`src/rtl/shared_buffer_credit_tracker_if.sv`:
```
// Bundle of the send/credit event inputs and allocator-facing status outputs
// of shared_buffer_credit_tracker. The master side drives the events (crossbar
// and downstream credit return); the slave side is the tracker itself.
interface shared_buffer_credit_tracker_if #(
    parameter int MAX_VC_NUMBER     = 10,
    parameter int MEMORY_BANK_DEPTH = 32
);
    localparam int CNT_W = $clog2(MEMORY_BANK_DEPTH + 1);

    logic                       i_flit_sent;
    logic [0:MAX_VC_NUMBER-1]   i_vc_sent_on;
    logic                       i_credit_valid;
    logic [0:MAX_VC_NUMBER-1]   i_credit_vc;
    logic [0:MAX_VC_NUMBER-1]   o_vc_credit_avail;
    logic [0:MAX_VC_NUMBER-1]   o_vc_empty;
    logic [CNT_W-1:0]           o_shared_free_count;
    logic                       o_bank_full;
    logic                       o_bank_empty;
    logic                       o_error_overflow;
    logic                       o_error_underflow;

    modport master (
        output i_flit_sent, i_vc_sent_on, i_credit_valid, i_credit_vc,
        input  o_vc_credit_avail, o_vc_empty, o_shared_free_count,
               o_bank_full, o_bank_empty, o_error_overflow, o_error_underflow
    );

    modport slave (
        input  i_flit_sent, i_vc_sent_on, i_credit_valid, i_credit_vc,
        output o_vc_credit_avail, o_vc_empty, o_shared_free_count,
               o_bank_full, o_bank_empty, o_error_overflow, o_error_underflow
    );
endinterface

```
`src/rtl/shared_buffer_credit_tracker.sv`:
```
// Upstream mirror of a downstream dynamically-shared input buffer. Each VC
// owns RESERVED_PER_VC private slots; everything beyond that comes out of a
// shared pool. Per-VC occupancy, shared-pool usage and total occupancy are
// tracked, and every status output is registered from the next-state values
// so it reflects the state right after the edge that sampled an event.
module shared_buffer_credit_tracker #(
    parameter int MAX_VC_NUMBER     = 10,
    parameter int MEMORY_BANK_DEPTH = 32,
    parameter int RESERVED_PER_VC   = 1,
    parameter int MAX_VC_DEPTH      = 8
) (
    input  logic                          clk,
    input  logic                          reset,
    shared_buffer_credit_tracker_if.slave bus
);
    localparam int SHARED_SIZE = MEMORY_BANK_DEPTH - MAX_VC_NUMBER * RESERVED_PER_VC;
    localparam int OCC_W       = $clog2(MAX_VC_DEPTH + 1);
    localparam int CNT_W       = $clog2(MEMORY_BANK_DEPTH + 1);

    localparam logic [OCC_W-1:0] C_OCC_CAP  = OCC_W'(MAX_VC_DEPTH);
    localparam logic [OCC_W-1:0] C_OCC_RES  = OCC_W'(RESERVED_PER_VC);
    localparam logic [OCC_W-1:0] C_OCC_ZERO = {OCC_W{1'b0}};
    localparam logic [OCC_W-1:0] C_OCC_ONE  = {{(OCC_W-1){1'b0}}, 1'b1};
    localparam logic [CNT_W-1:0] C_CNT_SHR  = CNT_W'(SHARED_SIZE);
    localparam logic [CNT_W-1:0] C_CNT_DEP  = CNT_W'(MEMORY_BANK_DEPTH);
    localparam logic [CNT_W-1:0] C_CNT_ZERO = {CNT_W{1'b0}};
    localparam logic [CNT_W-1:0] C_CNT_ONE  = {{(CNT_W-1){1'b0}}, 1'b1};

    typedef logic [0:MAX_VC_NUMBER-1] vc_vec_t;
    localparam vc_vec_t C_VC_NONE = {MAX_VC_NUMBER{1'b0}};

    // A VC may send when under its cap and either inside its reservation or
    // the shared pool still has room.
    function automatic logic f_avail(input logic [OCC_W-1:0] occ,
                                     input logic [CNT_W-1:0] shared_used);
        return (occ < C_OCC_CAP) && ((occ < C_OCC_RES) || (shared_used < C_CNT_SHR));
    endfunction

    function automatic logic f_onehot(input vc_vec_t vec);
        return $onehot(vec);
    endfunction

    logic [OCC_W-1:0] r_occ [MAX_VC_NUMBER];
    logic [CNT_W-1:0] r_shared_used;
    logic [CNT_W-1:0] r_total;
    logic             r_err_overflow;
    logic             r_err_underflow;
    vc_vec_t          r_avail;
    vc_vec_t          r_vc_empty;
    logic [CNT_W-1:0] r_shared_free;
    logic             r_bank_full;
    logic             r_bank_empty;

    logic             w_send_ok;
    logic             w_cred_ok;
    logic             w_send_bad;
    logic             w_cred_bad;
    logic             w_shared_inc;
    logic             w_shared_dec;
    logic [OCC_W-1:0] w_occ_nxt [MAX_VC_NUMBER];
    logic [CNT_W-1:0] w_shared_nxt;
    logic [CNT_W-1:0] w_total_nxt;

    // Judge both events against pre-cycle state and derive next-state counts.
    always_comb begin
        w_send_ok    = 1'b0;
        w_cred_ok    = 1'b0;
        w_shared_inc = 1'b0;
        w_shared_dec = 1'b0;
        w_total_nxt  = r_total;

        if (bus.i_flit_sent && f_onehot(bus.i_vc_sent_on) &&
            ((bus.i_vc_sent_on & r_avail) != C_VC_NONE)) begin
            w_send_ok = 1'b1;
        end else begin
            w_send_ok = 1'b0;
        end

        if (bus.i_credit_valid && f_onehot(bus.i_credit_vc) &&
            ((bus.i_credit_vc & ~r_vc_empty) != C_VC_NONE)) begin
            w_cred_ok = 1'b1;
        end else begin
            w_cred_ok = 1'b0;
        end

        w_send_bad = bus.i_flit_sent    && !w_send_ok;
        w_cred_bad = bus.i_credit_valid && !w_cred_ok;

        // A send and credit on the same VC cancel, including the shared pool:
        // the slot freed and the slot taken are the same one.
        for (int v = 0; v < MAX_VC_NUMBER; v++) begin
            w_occ_nxt[v] = r_occ[v];
            if (w_send_ok && bus.i_vc_sent_on[v] && w_cred_ok && bus.i_credit_vc[v]) begin
                w_occ_nxt[v] = r_occ[v];
            end else if (w_send_ok && bus.i_vc_sent_on[v]) begin
                w_occ_nxt[v] = r_occ[v] + C_OCC_ONE;
                if (r_occ[v] >= C_OCC_RES) begin
                    w_shared_inc = 1'b1;
                end else begin
                    w_shared_inc = w_shared_inc;
                end
            end else if (w_cred_ok && bus.i_credit_vc[v]) begin
                w_occ_nxt[v] = r_occ[v] - C_OCC_ONE;
                if (r_occ[v] > C_OCC_RES) begin
                    w_shared_dec = 1'b1;
                end else begin
                    w_shared_dec = w_shared_dec;
                end
            end else begin
                w_occ_nxt[v] = r_occ[v];
            end
        end

        w_shared_nxt = r_shared_used + {{(CNT_W-1){1'b0}}, w_shared_inc}
                                     - {{(CNT_W-1){1'b0}}, w_shared_dec};

        case ({w_send_ok, w_cred_ok})
            2'b10:   w_total_nxt = r_total + C_CNT_ONE;
            2'b01:   w_total_nxt = r_total - C_CNT_ONE;
            default: w_total_nxt = r_total;
        endcase
    end

    // Occupancy counters and sticky error flags.
    always_ff @(posedge clk) begin
        if (reset) begin
            for (int v = 0; v < MAX_VC_NUMBER; v++) begin
                r_occ[v] <= C_OCC_ZERO;
            end
            r_shared_used   <= C_CNT_ZERO;
            r_total         <= C_CNT_ZERO;
            r_err_overflow  <= 1'b0;
            r_err_underflow <= 1'b0;
        end else begin
            for (int v = 0; v < MAX_VC_NUMBER; v++) begin
                r_occ[v] <= w_occ_nxt[v];
            end
            r_shared_used   <= w_shared_nxt;
            r_total         <= w_total_nxt;
            r_err_overflow  <= r_err_overflow  | w_send_bad;
            r_err_underflow <= r_err_underflow | w_cred_bad;
        end
    end

    // Status outputs registered from next-state so they match the counters.
    always_ff @(posedge clk) begin
        if (reset) begin
            for (int v = 0; v < MAX_VC_NUMBER; v++) begin
                r_avail[v]    <= f_avail(C_OCC_ZERO, C_CNT_ZERO);
                r_vc_empty[v] <= 1'b1;
            end
            r_shared_free <= C_CNT_SHR;
            r_bank_full   <= 1'b0;
            r_bank_empty  <= 1'b1;
        end else begin
            for (int v = 0; v < MAX_VC_NUMBER; v++) begin
                r_avail[v]    <= f_avail(w_occ_nxt[v], w_shared_nxt);
                r_vc_empty[v] <= (w_occ_nxt[v] == C_OCC_ZERO);
            end
            r_shared_free <= C_CNT_SHR - w_shared_nxt;
            r_bank_full   <= (w_total_nxt == C_CNT_DEP);
            r_bank_empty  <= (w_total_nxt == C_CNT_ZERO);
        end
    end

    assign bus.o_vc_credit_avail   = r_avail;
    assign bus.o_vc_empty          = r_vc_empty;
    assign bus.o_shared_free_count = r_shared_free;
    assign bus.o_bank_full         = r_bank_full;
    assign bus.o_bank_empty        = r_bank_empty;
    assign bus.o_error_overflow    = r_err_overflow;
    assign bus.o_error_underflow   = r_err_underflow;

endmodule

```
`src/flat_wrapper.sv`:
```
// flat-port wrapper written by rule: the top's interface ports become plain ports
module shared_buffer_credit_tracker_flat 
#(
    parameter int MAX_VC_NUMBER     = 10,
    parameter int MEMORY_BANK_DEPTH = 32,
    parameter int RESERVED_PER_VC   = 1,
    parameter int MAX_VC_DEPTH      = 8
)
  (clk, reset, bus_i_flit_sent, bus_i_vc_sent_on, bus_i_credit_valid, bus_i_credit_vc, bus_o_vc_credit_avail, bus_o_vc_empty, bus_o_shared_free_count, bus_o_bank_full, bus_o_bank_empty, bus_o_error_overflow, bus_o_error_underflow);
  shared_buffer_credit_tracker_if #(.MAX_VC_NUMBER(MAX_VC_NUMBER), .MEMORY_BANK_DEPTH(MEMORY_BANK_DEPTH)) bus_i ();
  input  logic clk;
  input  logic reset;
  input wire logic [$bits(bus_i.i_flit_sent)-1:0] bus_i_flit_sent;
  input wire logic [$bits(bus_i.i_vc_sent_on)-1:0] bus_i_vc_sent_on;
  input wire logic [$bits(bus_i.i_credit_valid)-1:0] bus_i_credit_valid;
  input wire logic [$bits(bus_i.i_credit_vc)-1:0] bus_i_credit_vc;
  output wire logic [$bits(bus_i.o_vc_credit_avail)-1:0] bus_o_vc_credit_avail;
  output wire logic [$bits(bus_i.o_vc_empty)-1:0] bus_o_vc_empty;
  output wire logic [$bits(bus_i.o_shared_free_count)-1:0] bus_o_shared_free_count;
  output wire logic [$bits(bus_i.o_bank_full)-1:0] bus_o_bank_full;
  output wire logic [$bits(bus_i.o_bank_empty)-1:0] bus_o_bank_empty;
  output wire logic [$bits(bus_i.o_error_overflow)-1:0] bus_o_error_overflow;
  output wire logic [$bits(bus_i.o_error_underflow)-1:0] bus_o_error_underflow;
  assign bus_i.i_flit_sent = bus_i_flit_sent;
  assign bus_i.i_vc_sent_on = bus_i_vc_sent_on;
  assign bus_i.i_credit_valid = bus_i_credit_valid;
  assign bus_i.i_credit_vc = bus_i_credit_vc;
  assign bus_o_vc_credit_avail = bus_i.o_vc_credit_avail;
  assign bus_o_vc_empty = bus_i.o_vc_empty;
  assign bus_o_shared_free_count = bus_i.o_shared_free_count;
  assign bus_o_bank_full = bus_i.o_bank_full;
  assign bus_o_bank_empty = bus_i.o_bank_empty;
  assign bus_o_error_overflow = bus_i.o_error_overflow;
  assign bus_o_error_underflow = bus_i.o_error_underflow;
  shared_buffer_credit_tracker #(.MAX_VC_NUMBER(MAX_VC_NUMBER), .MEMORY_BANK_DEPTH(MEMORY_BANK_DEPTH), .RESERVED_PER_VC(RESERVED_PER_VC), .MAX_VC_DEPTH(MAX_VC_DEPTH)) u_core (.clk(clk), .reset(reset), .bus(bus_i));
endmodule
```
`config.mk`:
```
export PLATFORM = sky130hd
export DESIGN_NAME = shared_buffer_credit_tracker_flat
export DESIGN_NICKNAME = d
export VERILOG_FILES = /design/src/rtl/shared_buffer_credit_tracker_if.sv /design/src/rtl/shared_buffer_credit_tracker.sv /design/src/flat_wrapper.sv
export SDC_FILE = /design/constraint.sdc
export NUM_CORES = 1
export LEC_CHECK = 0
export BUFFER_PORTS_ARGS = -buffer_cell sky130_fd_sc_hd__buf_2
export CAP_MARGIN = 40
export CORE_MARGIN = 4
export CORE_UTILIZATION = 61
export DETAILED_ROUTE_END_ITERATION = 8
export PLACE_DENSITY = 0.81
export SLEW_MARGIN = 10
export SYNTH_ARGS = -nofsm -noshare
export SYNTH_HDL_FRONTEND = slang
export SYNTH_SLANG_ARGS = --single-unit
```
`constraint.sdc`:
```
create_clock -name clk -period 8.3 [get_ports clk]
set_input_delay 1.66 -clock clk [delete_from_list [all_inputs] [get_ports clk]]
set_output_delay 1.66 -clock clk [all_outputs]
set_load 0.01 [all_outputs]
```
==> reports/qor.txt <==
Final Hold Fails: 0
Met2 Routed Length: 7.590 mm
Final Setup Violations: 0
Seq/Total Area, Yosys: 0.2666
Drt first pass iters: 5
Worst-path clk slew: 80 ps
First-pass GRT wire length: 26.98 mm
Starting Density: 0.6253
Worst Skew: 13.32 ps
Share of flip-flops with an asynchronous set or reset: 0
CTS Sinks: 81
Setup Buffers After CTS: 0
Largest net degree at the start of global routing: 54
Max layer used: met4
Resized Gates After CTS: 0
CTS tree: built
Max-cap violations: 0
EDFF count, synth: 0
R2r worst-path depth: 19
Worst-Skew Late Latency: 360 ps
Synthesized area per cell: 8.520 µm²
WP data arrival: 8060 ps
Worst Setup Path Type: input port to register
Num CTS Buffers: 9
Pwr dens: 321.1 mW/mm²
Met3 WL post-DR: 1.213 mm
Vias in the first global route: 5,599
Highest Clock Rate: 0.1277 GHz
RSZ-0062 raised after global routing: false
Yosys reg bits: 81
Multi-input gate area: 0.004055 mm²
Setup crit end kind: register
Layout cell share with drive strength beyond 1: 0.1386
Hold Path Class: register to register
Fillers: 800
Met1 WL: 6.894 mm
WL/cell: 18.00 µm
Crit Path Max Fanout: 18
Post-layout instance area: 0.006675 mm²
Period minus WS final: 7828 ps
Synth Flop Type: dfxtp_1
WHS Path Cells: 2
Placed cell area: 0.006446 mm²
Iter 0 DRT Violations: 532
Warning count from the yosys run: 0
Row Count: 36
Htree depth: 3
Via density per instance: 6.265
HPWL after DPL: 12.49 mm
Area of the mapped netlist: 0.006083 mm²
Antenna diodes: 0
CP required: 8530 ps
Residual DRC: 0
Die area: 0.01163 mm²
Initial antenna violation count: 0
Core outline area: 0.009729 mm²
VDD IR max: 0.1511 mV
Most common cell after layout, fill and taps aside: dfxtp_1
Die extent in y: 107.9 µm
Synth area leaders: dfxtp_1 (27%), ha_1 (12%), fa_1 (4.6%)
Post-Route WL: 16.16 mm
Gpl congestion: 0.9196
Critical path depth in cells: 26
Bufs and invs on worst path: 7
Tcrit/Tclk final: 0.9432
Netlist cell types: 83
Relative slew slack: 0.5072
Synthesized instance count: 714
Synthesized Nets: 809
Status: finished, final reports clean
Clock Tree Root: clkbuf_8
Cts hold-fix bufs: 0
Max-slew violation total from the final report: 0
IO Count: 54
Critical Path Source Type: input port
CP top delay family: adder cells
Top cell type's share of synthesized area: 0.2666
IO buf count: 53
Worst Tran Pin Value: 739.0 ps
Area leader, netlist: dfxtp_1
ANT nets after route: 0
Layout area overhead: 9.728%
Storage element area: 0.001622 mm²
Die Span X: 107.9 µm
Final net count: 855
Most frequent cells in the layout: dfxtp_1 (81), inv_1 (70), ha_1 (57)
GRT Total Usage: 0.2927
Crit-path slowest cell: fa_1
Total number of vias: 5,626
Sum of negative setup slack: 0 ps
Max stage delay on crit path: 530 ps
GR Overflow Total: 0
Bufs on Longest Clock Path: 2
Leak: 2.886 nW
through the flow:
| stage | hold slack [ps] | setup WS [ps] | power (mW) | cells | utilization |
|---|---|---|---|---|---|
| after detailed placement | 467.6 | 166.2 | 1.790 | 882 | 0.6626 |
| after CTS | 489.9 | 543.4 | 2.129 | 898 | 0.6861 |
| final | 487.8 | 471.9 | 2.143 | 898 | 0.6861 |
| after global placement | 450.0 | 348.5 | 1.741 | 881 | 0.6610 |
| after global routing | 521.9 | 1.474 | 2.304 | 898 | 0.6861 |
| after floorplan | 474.6 | 931.5 | 1.503 | 714 | - |
synthesized netlist by cell type, types with 9 or more instances:
master / n
fa_1: 14
xor2_1: 10
and3_1: 22
nor2_1: 47
o211a_1: 11
a21oi_1: 34
nor3_1: 35
nand2b_1: 12
dfxtp_1: 81
and2_1: 16
nand2_1: 22
o21ai_0: 21
a211oi_1: 19
ha_1: 57
xnor2_1: 18
inv_1: 70
or3_1: 13
clkbuf_1: 10
a22oi_1: 14
nor4_1: 12
nand3_1: 21
o211ai_1: 9
o22ai_1: 17
area by class of cell:
| class | instances | area share |
|---|---|---|
| Multi-Input combinational cell | 535 | 0.6075 |
| Sequential cell | 81 | 0.2429 |
| Timing Repair Buffer | 61 | 0.04986 |
| Inverter | 72 | 0.04049 |
| Tap cell | 133 | 0.02493 |
| Clock buffer | 11 | 0.02268 |
| Clock inverter | 5 | 0.01162 |
power breakdown:
part           internal [mW]  switching (mW)
clock                  0.185           0.149
sequential             0.490           0.105
combinational          0.486           0.728
total                   1.16           0.982
worst paths after layout:
kind | startpoint | to | slack (ps)
worst min-delay path | u_core.bus.o_error_underflow | u_core.bus.o_error_underflow | 490
worst min register to register | u_core.bus.o_error_underflow | u_core.bus.o_error_underflow | 490
worst max-delay path | bus_i_credit_vc[0] | u_core.bus.o_vc_credit_avail[4] | 470
worst max register to register | u_core.bus.o_vc_empty[8] | u_core.bus.o_vc_credit_avail[4] | 3530
tightest hold or removal path, stage by stage, from the launching register on:
cell     delay [ps]
dfxtp_1         340
a21oi_1          50
nor2_1           70
state kept, by name (all words and copies together), names as in the netlist:
register,count
u_core.bus.o_shared_free_count,6
u_core.bus.o_error_overflow,1
u_core.bus.o_vc_credit_avail,10
u_core.r_total,6
u_core.bus.o_error_underflow,1
u_core.r_occ,40
u_core.bus.o_bank_full,1
u_core.bus.o_vc_empty,10
u_core.bus.o_bank_empty,1
u_core.r_shared_used,5
kinds of logic after synthesis:
group,after synthesis,synth area share
adder cells (fa/ha/maj),71,0.1633
AO/OA/AOI/OAI,190,0.2289
buffers and inverters,98,0.06828
AND/OR/NAND/NOR,238,0.2182
flip-flops,81,0.2666
XOR/XNOR,28,0.04031
multiplexers,8,0.01440
per-layer routing:
metal | vias up | GRT usage
met5 | - | 0
met1 | 2666 | 0.3880
met4 | 0 | 0.1190
li1 | 2695 | -
met3 | 40 | 0.05279
met2 | 225 | 0.4698
(Power assumes the default switching activity.)
